[src/rtl/arith_pkg.sv]
// Shared arithmetic definitions: FSM state encoding for the serial
// arithmetic blocks and a counter-width helper.
package arith_pkg;

  localparam logic [1:0] ST_IDLE = 2'd0;
  localparam logic [1:0] ST_RUN  = 2'd1;
  localparam logic [1:0] ST_DONE = 2'd2;

  // Ceiling log2, never less than one bit so a counter always exists.
  function automatic int cnt_w(input int n);
    int r;
    r = 0;
    while ((1 << r) < n) r++;
    return (r < 1) ? 1 : r;
  endfunction

endpackage

[src/rtl/full_subtractor_1bit.sv]
// One-bit full subtractor cell: d = a - b - bin with borrow out.
// Shared between the serial and ripple subtractors.
module full_subtractor_1bit (
  input  logic a,
  input  logic b,
  input  logic bin,
  output logic d,
  output logic bout
);

  assign d    = a ^ b ^ bin;
  assign bout = (~a & b) | (~(a ^ b) & bin);

endmodule

[src/rtl/serial_subtractor.sv]
// Bit-serial WIDTH-bit subtractor, LSB first, one full-subtractor cell and
// a registered borrow. start/busy/done handshake; DIFF/Bout hold between
// operations. Define SERIAL_SUB_OVF_EN to add the signed-overflow output OVF.
module serial_subtractor
  import arith_pkg::*;
#(
  parameter int WIDTH = 8
) (
  input  logic             clk,
  input  logic             rst,
  input  logic             start,
  input  logic [WIDTH-1:0] A,
  input  logic [WIDTH-1:0] B,
  output logic             busy,
  output logic             done,
  output logic [WIDTH-1:0] DIFF,
  output logic             Bout
`ifdef SERIAL_SUB_OVF_EN
  ,
  output logic             OVF
`endif
);

  localparam int CW = cnt_w(WIDTH);
  localparam logic [CW-1:0] LAST = CW'(WIDTH - 1);

  logic [1:0]       state;
  logic [1:0]       state_nxt;
  logic [WIDTH-1:0] sh_a;
  logic [WIDTH-1:0] sh_b;
  logic [WIDTH-1:0] res;
  logic [WIDTH-1:0] res_nxt;
  logic             borrow;
  logic [CW-1:0]    cnt;
  logic             cell_d;
  logic             cell_bout;
`ifdef SERIAL_SUB_OVF_EN
  logic             a_msb;
  logic             b_msb;
`endif

  full_subtractor_1bit u_cell (
    .a    (sh_a[0]),
    .b    (sh_b[0]),
    .bin  (borrow),
    .d    (cell_d),
    .bout (cell_bout)
  );

  // The new difference bit enters at the MSB; after WIDTH shifts bit 0 sits at the LSB.
  assign res_nxt = {cell_d, res[WIDTH-1:1]};

  // State register.
  always_ff @(posedge clk) begin
    if (rst) state <= ST_IDLE;
    else     state <= state_nxt;
  end

  // Next-state logic: accept start only in IDLE, leave RUN after the MSB bit.
  always_comb begin
    state_nxt = state;
    case (state)
      ST_IDLE: if (start) state_nxt = ST_RUN;
      ST_RUN:  if (cnt == LAST) state_nxt = ST_DONE;
      ST_DONE: state_nxt = ST_IDLE;
      default: state_nxt = ST_IDLE;
    endcase
  end

  // Output decode: handshake flags come straight from the state.
  always_comb begin
    busy = (state == ST_RUN);
    done = (state == ST_DONE);
  end

  // Datapath: capture, shift one bit per RUN cycle, publish result on entry to DONE.
  always_ff @(posedge clk) begin
    if (rst) begin
      sh_a   <= '0;
      sh_b   <= '0;
      res    <= '0;
      borrow <= 1'b0;
      cnt    <= '0;
      DIFF   <= '0;
      Bout   <= 1'b0;
`ifdef SERIAL_SUB_OVF_EN
      a_msb  <= 1'b0;
      b_msb  <= 1'b0;
      OVF    <= 1'b0;
`endif
    end else begin
      case (state)
        ST_IDLE: begin
          if (start) begin
            sh_a   <= A;
            sh_b   <= B;
            borrow <= 1'b0;
            cnt    <= '0;
`ifdef SERIAL_SUB_OVF_EN
            a_msb  <= A[WIDTH-1];
            b_msb  <= B[WIDTH-1];
`endif
          end
        end
        ST_RUN: begin
          sh_a   <= sh_a >> 1;
          sh_b   <= sh_b >> 1;
          res    <= res_nxt;
          borrow <= cell_bout;
          cnt    <= cnt + CW'(1);
          if (cnt == LAST) begin
            DIFF <= res_nxt;
            Bout <= cell_bout;
`ifdef SERIAL_SUB_OVF_EN
            // The last cell output is the sign bit of the difference.
            OVF  <= (a_msb ^ b_msb) & (a_msb ^ cell_d);
`endif
          end
        end
        default: ;
      endcase
    end
  end

endmodule

[config.mk]
export PLATFORM = sky130hd
export DESIGN_NAME = serial_subtractor
export DESIGN_NICKNAME = d
export VERILOG_FILES = /design/src/rtl/arith_pkg.sv /design/src/rtl/full_subtractor_1bit.sv /design/src/rtl/serial_subtractor.sv
export SDC_FILE = /design/constraint.sdc
export NUM_CORES = 1
export LEC_CHECK = 0
export ABC_AREA = 1
export CAP_MARGIN = 15
export CORE_MARGIN = 2
export CORE_UTILIZATION = 40
export CTS_BUF_LIST = sky130_fd_sc_hd__clkbuf_2 sky130_fd_sc_hd__clkbuf_4 sky130_fd_sc_hd__clkbuf_8
export CTS_CLUSTER_DIAMETER = 30
export CTS_CLUSTER_SIZE = 40
export DETAILED_ROUTE_END_ITERATION = 16
export MAX_ROUTING_LAYER = met4
export PLACE_DENSITY = 0.63
export SLEW_MARGIN = 10
export SYNTH_ARGS = -nofsm -noshare
export SYNTH_HDL_FRONTEND = slang
export SYNTH_HIERARCHICAL = 1
export SYNTH_SLANG_ARGS = --single-unit
[constraint.sdc]
create_clock -name clk -period 1.8 [get_ports clk]
set_clock_uncertainty 0.15 [all_clocks]
set_input_delay 0.36 -clock clk [delete_from_list [all_inputs] [get_ports clk]]
set_output_delay 0.36 -clock clk [all_outputs]
set_load 0.05 [all_outputs]
==> results by group <==
Floorplan
  – Num ports: 30
  – Die span in y: approximately 70 um
  – Rows: 23
  – Die Width: ~70 um
  – Core Footprint: 4090 um2
  – Starting Density: 42.6%
  – Die Area: 4890 um2

Timing
  – Final Hold Viols: 0
  – Fmax: 0.591 GHz
  – Tcrit/Tclk final: 94.1%
  – Setup Total Neg Slack: 0 ns
  – Max Slew Vio Count: 0
  – RSZ-0062 raised after global routing: no
  – Slew headroom: 79.1%
  – Final setup viols: 0
  – Tmin final: 1.69 ns
  – Worst Max-Slew Pin Slew: around 0.31 ns
  – Post-route setup slack: 0.107 ns

Flow run
  – MaxCap Viol Count: 0

Hold path
  – Hold Crit Depth: 2
  – Worst hold-check path type: reg2reg

Global routing
  – Overflow after GRT: 0
  – Initial antenna violation count: 0
  – Vias in the first global route: 1430
  – First-pass GRT wire length: about 6 mm
  – GR Util All Layers: 15.5%
  – Largest net degree at the start of global routing: 35

Drt
  – Total wire length: roughly 3.4 mm
  – Initial DRC count: 109
  – Drt wl/cell: 9.93 um
  – Mean number of vias per cell: 4.53
  – TritonRoute pass-1 iters: 4
  – Routed Antenna Nets: 0
  – Drt drc: 0
  – Total number of vias: around 1.5k

Worst setup path
  – Type of origin of the critical path: register
  – Worst Path Required: 1.29 ns
  – Crit path kind: reg2out
  – Worst R2R Path Depth: 5
  – Crit path DAT: ~1.2 ns
  – CP endpoint kind: output pin
  – Peak fanout along the critical path: 17

Place
  – Setup WS pre-CTS: around 0.13 ns
  – Post-DP HPWL: 2.23 mm
  – Gpl congestion: 0.745
  – IO buf count: 29

Finish
  – Share of cells above drive strength 1: 11.0%
  – P&R area growth vs syn: 24.2%
  – Finished Core Util: 52.9%
  – Antenna Cells: 0
  – Nets: 312

Synth
  – EDFF count, synth: 0
  – Post-synthesis sequential area ratio: 43.7%
  – Share of flip-flops with an asynchronous set or reset: 0%
  – Syn Area/Cell: between 6 and 7 um2
  – FF+latch count, synth: 38
  – Top post-synthesis cells by area: dfxtp_1, nand2_1, nor2_1
  – Yosys top cell area share: 43.7%
  – Distinct cells, synth: 17
  – Most instantiated cells after synthesis: nand2_1, nor2_1, dfxtp_1
  – Syn Nets: about 280
  – Count leader, synth: nand2_1
  – Prevailing post-synth register cell: dfxtp_1
  – Synth warnings: 6
  – Yosys top cell by area: dfxtp_1
  – Gate Count Post-Synth: 261
  – Synthesized area: 1740 um2

Power
  – Pleak: 0.00107 uW
  – Worst-case vdd ir drop: 398 uV
  – Pwr per Cell Area: 820 nW/um2

Clock network
  – Clk buf depth: 2
  – Latest clock arrival within the worst-skew pair: 0.28 ns
  – H-Tree Depth: 2
  – CTS buffer count: 5
  – # clock sinks: 38
  – Post-cts hold buffer count: 0
  – CTS tree: done
  – Clock transition at path regs: 0.07 ns
  – CTS Root Buffer Type: clkbuf_8

Status
  – Status: finished clean
## routing by layer
metal / vias up / part of all wire (%) / track usage [%] / routed length (um)
met1: 674 / 52 / 20.0 / 1770
met5: - / 0 / - / 0
met3: 2 / 3.6 / 3.61 / 122
li1: 840 / - / - / -
met2: 23 / 43 / 23.3 / 1460
met4: 0 / 0.56 / 6.41 / 19
## sequential cells by signal, summed over array words and instances, names as in the netlist
signal,count
DIFF,8
sh_a,8
sh_b,8
res,7
cnt,3
state,2
Bout,1
borrow,1
## through the flow
stage,cells,total power (uW),area [um2],hold WS [ns]
detailed placement,333,1220,2070,0.301
global route,340,1870,2160,0.335
floorplan,261,1120,1740,0.285
CTS,340,1800,2160,0.312
finish,340,1770,2160,0.310
global placement,333,1220,2070,0.301
## kinds of logic (layout without fill, tap and decap cells)
kind of cell	after synthesis	count (layout)	share of synthesized area [%]
fa+ha+maj	3	3	2.59
flops	38	38	43.7
compound gates	15	15	4.96
buf+inv	41	70	10.6
simple gates	164	164	38.1
## final timing paths
path,startpoint,end,slack (ns)
hold / removal,res[4],DIFF[3],0.31
hold reg to reg,res[4],DIFF[3],0.31
setup reg to reg,state[0],res[4],0.40
setup / recovery,state[1],done,0.11
## power breakdown
group          internal [uW]  total [uW]  leakage [uW]  switching (uW)
Sequential               892         921      0.000312            28.2
Combinational            129         283      0.000710             154
Clock                    297         567     0.0000452             271
## placed cells by master (no fill, tap or decap)
cell type	netlist	routed
a21oi_1	6	6
buf_12	0	3
buf_4	4	15
clkbuf_4	0	2
clkbuf_8	0	5
clkdlybuf4s50_1	0	18
dfxtp_1	38	38
fa_1	1	1
ha_1	2	2
inv_1	25	25
inv_2	2	1
inv_4	0	1
nand2_1	85	85
nand2_4	1	1
nand3_1	20	20
nor2_1	56	55
nor2_2	0	1
nor2_4	2	2
o21ai_0	8	8
o21ai_4	1	1
## worst max-delay path, stage by stage, from the launching register on
cell     delay (ns)
dfxtp_1        0.46
inv_4          0.14
nor2_2         0.10
buf_4          0.20
## area by class of cell
class	instances	area (um2)
Tap cell	50	62.6
Clock buffer	7	83.8
Fill cell	417	1930
Multi-Input combinational cell	182	797
Inverter	27	104
Timing Repair Buffer	36	353
Sequential cell	38	761
## what timing repair did
action | CTS | global route
hold endpoints to repair | 0 | 0
setup buffers | 0 | 0
gates resized for setup | 0 | 2
setup endpoints to repair | 0 | 1
(Power assumes the default switching activity.)
